==> config.mk <==
export PLATFORM = sky130hd
export DESIGN_NAME = mul_iter_unit
export DESIGN_NICKNAME = d
export VERILOG_FILES = /design/src/rtl/mul_iter_unit.sv
export SDC_FILE = /design/constraint.sdc
export NUM_CORES = 1
export LEC_CHECK = 0
export CORE_MARGIN = 2
export CORE_UTILIZATION = 61
export CTS_CLUSTER_SIZE = 24
export DETAILED_ROUTE_END_ITERATION = 7
export DONT_BUFFER_PORTS = 1
export PLACE_DENSITY = 0.77
export SKIP_CTS_REPAIR_TIMING = 1
export SLEW_MARGIN = 40
export SYNTH_ARGS = -nofsm -noshare
export SYNTH_HDL_FRONTEND = slang
export SYNTH_SLANG_ARGS = --single-unit
==> constraint.sdc <==
create_clock -name i_clk -period 3.4 [get_ports i_clk]
set_input_delay 0.85 -clock i_clk [delete_from_list [all_inputs] [get_ports i_clk]]
set_output_delay 0.85 -clock i_clk [all_outputs]
set_load 0.05 [all_outputs]
==> src/rtl/mul_iter_unit.sv <==
// Iterative shift-and-add multiplier for RV32M MUL/MULH/MULHSU/MULHU, one multiplier bit per cycle.
// Optional early termination on an exhausted multiplier is enabled by defining MUL_EARLY_TERM_EN.
module mul_iter_unit #(
    parameter int unsigned XLEN = 32
) (
    input  logic            i_clk,
    input  logic            i_rst,
    input  logic            i_in_valid,
    output logic            o_in_ready,
    input  logic [1:0]      i_op,
    input  logic [XLEN-1:0] i_rs1,
    input  logic [XLEN-1:0] i_rs2,
    output logic            o_out_valid,
    input  logic            i_out_ready,
    output logic [XLEN-1:0] o_result
);

    localparam int unsigned PW   = 2 * XLEN;
    localparam int unsigned CntW = $clog2(XLEN) + 1;

    localparam logic [1:0] OpMul    = 2'b00;
    localparam logic [1:0] OpMulh   = 2'b01;
    localparam logic [1:0] OpMulhsu = 2'b10;

    typedef enum logic [1:0] {
        StIdle,
        StCalc,
        StFix,
        StDone
    } state_e;

    state_e            r_state;
    state_e            w_state_d;
    logic [PW-1:0]     r_acc;
    logic [PW-1:0]     w_acc_d;
    logic [PW-1:0]     r_mcand;
    logic [PW-1:0]     w_mcand_d;
    logic [XLEN-1:0]   r_mplier;
    logic [XLEN-1:0]   w_mplier_d;
    logic [CntW-1:0]   r_cnt;
    logic [CntW-1:0]   w_cnt_d;
    logic              r_neg;
    logic              w_neg_d;
    logic [1:0]        r_op;
    logic [1:0]        w_op_d;
    logic [XLEN-1:0]   r_result;
    logic [XLEN-1:0]   w_result_d;

    logic              w_rs1_signed;
    logic              w_rs2_signed;
    logic              w_rs1_neg;
    logic              w_rs2_neg;
    logic [XLEN-1:0]   w_rs1_mag;
    logic [XLEN-1:0]   w_rs2_mag;
    logic [PW-1:0]     w_product;
    logic              w_early;

    // Operand conditioning for the acceptance cycle; |0x80000000| stays 0x80000000 as unsigned.
    always_comb begin
        w_rs1_signed = (i_op == OpMulh) || (i_op == OpMulhsu);
        w_rs2_signed = (i_op == OpMulh);
        w_rs1_neg    = w_rs1_signed & i_rs1[XLEN-1];
        w_rs2_neg    = w_rs2_signed & i_rs2[XLEN-1];
        w_rs1_mag    = w_rs1_neg ? (~i_rs1 + 1'b1) : i_rs1;
        w_rs2_mag    = w_rs2_neg ? (~i_rs2 + 1'b1) : i_rs2;
        w_product    = r_neg ? (~r_acc + 1'b1) : r_acc;
    end

`ifdef MUL_EARLY_TERM_EN
    assign w_early = (r_mplier == '0) && (r_cnt < CntW'(XLEN));
`else
    assign w_early = 1'b0;
`endif

    always_comb begin
        w_state_d  = r_state;
        w_acc_d    = r_acc;
        w_mcand_d  = r_mcand;
        w_mplier_d = r_mplier;
        w_cnt_d    = r_cnt;
        w_neg_d    = r_neg;
        w_op_d     = r_op;
        w_result_d = r_result;

        case (r_state)
            StIdle: begin
                if (i_in_valid) begin
                    w_neg_d    = w_rs1_neg ^ w_rs2_neg;
                    w_mcand_d  = {{XLEN{1'b0}}, w_rs1_mag};
                    w_mplier_d = w_rs2_mag;
                    w_acc_d    = '0;
                    w_cnt_d    = '0;
                    w_op_d     = i_op;
                    w_state_d  = StCalc;
                end
            end
            StCalc: begin
                if (w_early) begin
                    w_state_d = StFix;
                end else begin
                    if (r_mplier[0]) begin
                        w_acc_d = r_acc + r_mcand;
                    end
                    w_mplier_d = r_mplier >> 1;
                    w_mcand_d  = r_mcand << 1;
                    w_cnt_d    = r_cnt + 1'b1;
                    if (r_cnt == CntW'(XLEN - 1)) begin
                        w_state_d = StFix;
                    end
                end
            end
            StFix: begin
                w_result_d = (r_op == OpMul) ? w_product[XLEN-1:0] : w_product[PW-1:XLEN];
                w_state_d  = StDone;
            end
            StDone: begin
                if (i_out_ready) begin
                    w_state_d = StIdle;
                end
            end
            default: begin
                w_state_d = StIdle;
            end
        endcase
    end

    always_ff @(posedge i_clk) begin
        if (i_rst) begin
            r_state  <= StIdle;
            r_acc    <= '0;
            r_mcand  <= '0;
            r_mplier <= '0;
            r_cnt    <= '0;
            r_neg    <= 1'b0;
            r_op     <= 2'b00;
            r_result <= '0;
        end else begin
            r_state  <= w_state_d;
            r_acc    <= w_acc_d;
            r_mcand  <= w_mcand_d;
            r_mplier <= w_mplier_d;
            r_cnt    <= w_cnt_d;
            r_neg    <= w_neg_d;
            r_op     <= w_op_d;
            r_result <= w_result_d;
        end
    end

    assign o_in_ready  = (r_state == StIdle) && !i_rst;
    assign o_out_valid = (r_state == StDone);
    assign o_result    = r_result;

endmodule

After elaboration in Yosys (flattened, before gate mapping)
Index checks and enable logic that the tools add are counted.
Word-level totals
  bits of input ports: 70
  flip-flop bits (word level): 203
Cells by class
  muxes and demuxes: 17
  reductions and logical operators: 10
  bitwise gates (word level): 6
  add/sub/neg operators: 5
  eq/ne operators: 10
Operator list (number)
  2-to-1 mux 64 bit: 4
  one-hot mux 64 bit (2 select lines): 2
  2-to-1 mux 32 bit: 4
  adder 32 x 1 -> 32 bit (second input constant): 2
  adder 64 x 1 -> 64 bit (second input constant): 1
  adder 64 bit: 1
  inverter 32 bit: 2
  inverter 64 bit: 1
  one-hot mux 32 bit (2 select lines): 1
  one-hot mux 6 bit (2 select lines): 1
  one-hot mux 2 bit (4 select lines): 1
  adder 6 x 1 -> 6 bit (second input constant): 1
  equality test 2 bit (second input constant): 3
  equality test 6 x 5 -> 1 bit (second input constant): 1
  2-to-1 mux 2 bit: 3
  2-to-1 mux 6 bit: 1
  != test 2 bit (second input constant): 3
  AND reduction 3 bit: 2
  equality test 2 x 1 -> 1 bit (second input constant): 2
  zero test 2 bit: 2
  AND reduction 2 bit: 2
  bitwise AND 1 bit: 2
  != test 2 x 1 -> 1 bit (second input constant): 1
  nonzero test 2 bit: 1
  other kinds (4): 4

Depth between registers and ports, before layout
  word-level depth: 6
  depth in mapped cells: 13
  gate-level depth less buffers: 13

Least setup slack after synthesis
No wires, ideal clock.
  path type: input -> register
  start point: in i_rs1[5]
  end point: reg r_mcand[26]
  path slack: 0.271 ns
  stages on the path: 9
  data arrival time: 2.996 ns
  library setup time: 0.132 ns
  path buffers: 0
  path through: or4_1 or4_1 nor3_2 nand3_1 o41ai_1 xor2_1 nand2_1 o211ai_1 a21oi_1
On the way
  longest elaborated chain between the ends: 5
Ends and longest elaborated chain
  from (decl): RTL line 11  | input logic [XLEN-1:0] i_rs1,
  inverter 32 bit: RTL line 64  | w_rs1_mag = w_rs1_neg ? (~i_rs1 + 1'b1) : i_rs1;
  adder 32 x 1 -> 32 bit: RTL line 64
  2-to-1 mux 32 bit: RTL line 64
  2-to-1 mux 64 bit: RTL line 87  | if (i_in_valid) begin
  one-hot mux 64 bit (2 select lines): RTL line 85  | case (r_state)
  to (signal assigned): RTL line 140  | r_mcand <= w_mcand_d;
  to (decl): RTL line 36  | logic [PW-1:0] r_mcand;
Every way passes these cells. The select of a mux whose other input is x is not followed.
A chain may end at the register's enable or synchronous reset.

Worst setup path after layout
  start point: reg r_acc[14]
  end point: reg r_result[15], in the netlist o_result[15]
On the way
  longest elaborated chain between the ends: 4
Ends and longest elaborated chain
  from (decl): RTL line 34  | logic [PW-1:0] r_acc;
  from (signal assigned): RTL line 139  | r_acc <= w_acc_d;
  inverter 64 bit: RTL line 66  | w_product = r_neg ? (~r_acc + 1'b1) : r_acc;
  adder 64 x 1 -> 64 bit: RTL line 66
  2-to-1 mux 64 bit: RTL line 66
  2-to-1 mux 32 bit: RTL line 113  | w_result_d = (r_op == OpMul) ? w_product[XLEN-1:0] : w_product[PW-1:XLEN];
  to (signal assigned): RTL line 145  | r_result <= w_result_d;
  to (decl): RTL line 46  | logic [XLEN-1:0] r_result;
Every way passes these cells.

==> qor.txt <==
Post-layout nets: 2029
Main synth FF type: dfxtp_1
PortBufs: 0
I/O Pins: 104
clock buffer depth: 3
Synth Register Bits: 203
max frequency: 0.301 GHz
Via density: 6.32
die area: 24300 um^2
# rows: 55
# diodes: 0
crit path DAT: 3.78 ns
DR iter-0 viols: 1240
syn_area_per_cell: 7.42 um^2
# setup viols final: 0
RePlAce Congestion: 0.980
Pre-antenna DRT Iters: 5
area leader, netlist: dfxtp_1
EDFF count, synth: 0
Syn Nets: 2042
Initial Util: 62.2%
Critical Path Sink Type: flip-flop
cts bufs inserted: 24
Yosys top cell area share: 28.9%
GR Overflow Total: 0
H-tree levels: 1
clk_lat worst skew: 0.53 ns
Post-synth top cells: nand2_1 (279), dfxtp_1 (203), a21oi_1 (187), nor2_1 (187), o21ai_0 (158)
worst setup margin: 0.0794 ns
setup_tns: 0 ns
Residual DRC: 0
Detail Route Antenna Nets: 0
MaxCap Viol Count: 0
part of the Yosys area used for sequential elements: 28.9%
Leakage: 6.32 nW
fin. max-slew vios: 0
RSZ-0062 raised after global routing: no
Overall Power: 9.82 mW
Syn-to-layout area delta: 10.6%
pwr/cell area: 631 nW/um^2
pre-CTS setup slack: 0.0341 ns
Routed WL: 40.5 mm
number of global-route vias before repair: 12700
DR WL/cell: 18.5 um
Worst slew margin: 53.3%
run status: complete, no violations
Slew @ Worst Pin: 0.701 ns
count of different cell masters after synthesis: 67
VDD IR max: 0.570 mV
hpwl dp: 29.5 mm
layout cells sized above 1: 8.63%
ys async rst share: 0%
die height: 156 um
Yosys Warn Count: 0
largest net degree at the start of global routing: 174
Min-Delay Path Class: input port to flip-flop
core area: 22600 um^2
CTS clk-pin slew, worst paths: 0.06 ns
via count: 13800
Critical Path RT: 3.86 ns
Post-Route Utilization: 68.8%
first-pass GRT wire length: 65.2 mm
Final Skew: 0.00994 ns
initial antenna violation count: 0
Final Critical Period: 3.32 ns
# clock sinks: 203
CTS root buf: clkbuf_16
gr usage total: 32.3%
Setup CP Type: flip-flop to flip-flop
Syn Std Cell Area: 14100 um^2
most frequent cell after synthesis: nand2_1
Synth area leaders: dfxtp_1 (29%), nand2_1 (7.4%), a21oi_1 (6.6%), ha_1 (6.5%), xnor2_1 (6.5%)
Die W: 156 um
final period utilization: 97.7%
Crit Path Max Fanout: 10
startpoint types: flip-flop
Mapped Cells: 1898
final hold vios: 0
clock tree from TritonCTS: yes
==> worst max-delay path: stages (launching register included) <==
cell and delay (ns):
dfxtp_1 0.34, buf_4 0.17, or4_4 0.54, nor3_4 0.24, nand3_4 0.19, or3_4 0.42, or3_4 0.37, o311a_1 0.29
nor3_1 0.36, o221ai_1 0.17, a21oi_1 0.16
==> placed cells by master, fill, tap and decap left out, types with 14 or more instances in the layout <==
master     netlist  final
ha_1            73     70
a22oi_1         65     65
nor3_1          40     39
nand3_1         25     25
a21oi_1        187    185
buf_4            0     82
nand2_1        279    279
clkbuf_16        0     24
dfxtp_1        203    203
nand2b_1        15     14
inv_1           32     32
xnor2_1        104    104
o211ai_1        28     28
nand4_1         23     23
mux2i_1         16     16
a21o_1          41     41
o31ai_1         21     20
xor2_1          65     65
or3_1           17     17
a211oi_1        19     19
nor2_1         187    185
or4_1           15     14
o21ai_0        158    155
==> layout make-up <==
type                            count  area, um^2
Inverter                           32         120
Multi-Input combinational cell   1540        9540
Fill cell                        1956        7070
Tap cell                          285         357
Clock inverter                     10         150
Clock buffer                       32         681
Sequential cell                   203        4060
Timing Repair Buffer               84         656
==> power breakdown <==
group | switching [mW] | internal (mW) | total, mW | leakage (nW)
Combinational | 2.48 | 1.26 | 3.74 | 4.27
Clock | 1.06 | 1.64 | 2.70 | 0.405
Sequential | 0.616 | 2.77 | 3.38 | 1.65
==> worst paths after layout <==
| path | cells past startpoint | endpoint | slack, ns | from |
|---|---|---|---|---|
| max | 10 | o_result[15]$_SDFFE_PP0P_ | 0.08 | r_acc[14]$_SDFFE_PP0P_ |
| max reg2reg | 10 | o_result[15]$_SDFFE_PP0P_ | 0.08 | r_acc[14]$_SDFFE_PP0P_ |
| min reg2reg | 2 | r_mplier[9]$_SDFFE_PP0P_ | 0.45 | r_mplier[9]$_SDFFE_PP0P_ |
| min | 1 | o_result[25]$_SDFFE_PP0P_ | 0.40 | i_rst |
==> through the flow <==
step | cells | cell area (um^2) | hold WS [ns]
after floorplan | 1898 | 14100 | 0.431
after global placement | 2143 | 14600 | 0.434
after detailed placement | 2144 | 14700 | 0.439
after CTS | 2186 | 15500 | 0.375
after global routing | 2186 | 15600 | 0.381
final | 2186 | 15600 | 0.400
==> sequential cells by signal, indices dropped and copies added (netlist names) <==
| signal | flops |
|---|---|
| r_mcand | 64 |
| r_neg | 1 |
| r_op | 2 |
| r_state | 2 |
| o_result | 32 |
| r_cnt | 6 |
| r_mplier | 32 |
| r_acc | 64 |
==> cell families (layout without fill, tap and decap cells) <==
kind of cell / Yosys count / in the layout / synth area share (%)
flops: 203 / 203 / 28.9
mux: 16 / 16 / 1.14
fa+ha+maj: 74 / 74 / 6.63
xor+xnor: 169 / 169 / 10.5
compound gates: 612 / 612 / 27.1
buf+inv: 155 / 158 / 4.16
simple gates: 669 / 669 / 21.6
==> metal layers <==
metal	vias up	part of all wire [%]	track usage [%]
li1	6780	-	-
met1	6438	44	44.0
met2	524	46	53.9
met3	83	7.1	4.17
met4	0	3.0	9.09
met5	-	0	0
No activity file was read; power rests on OpenSTA's default activity.
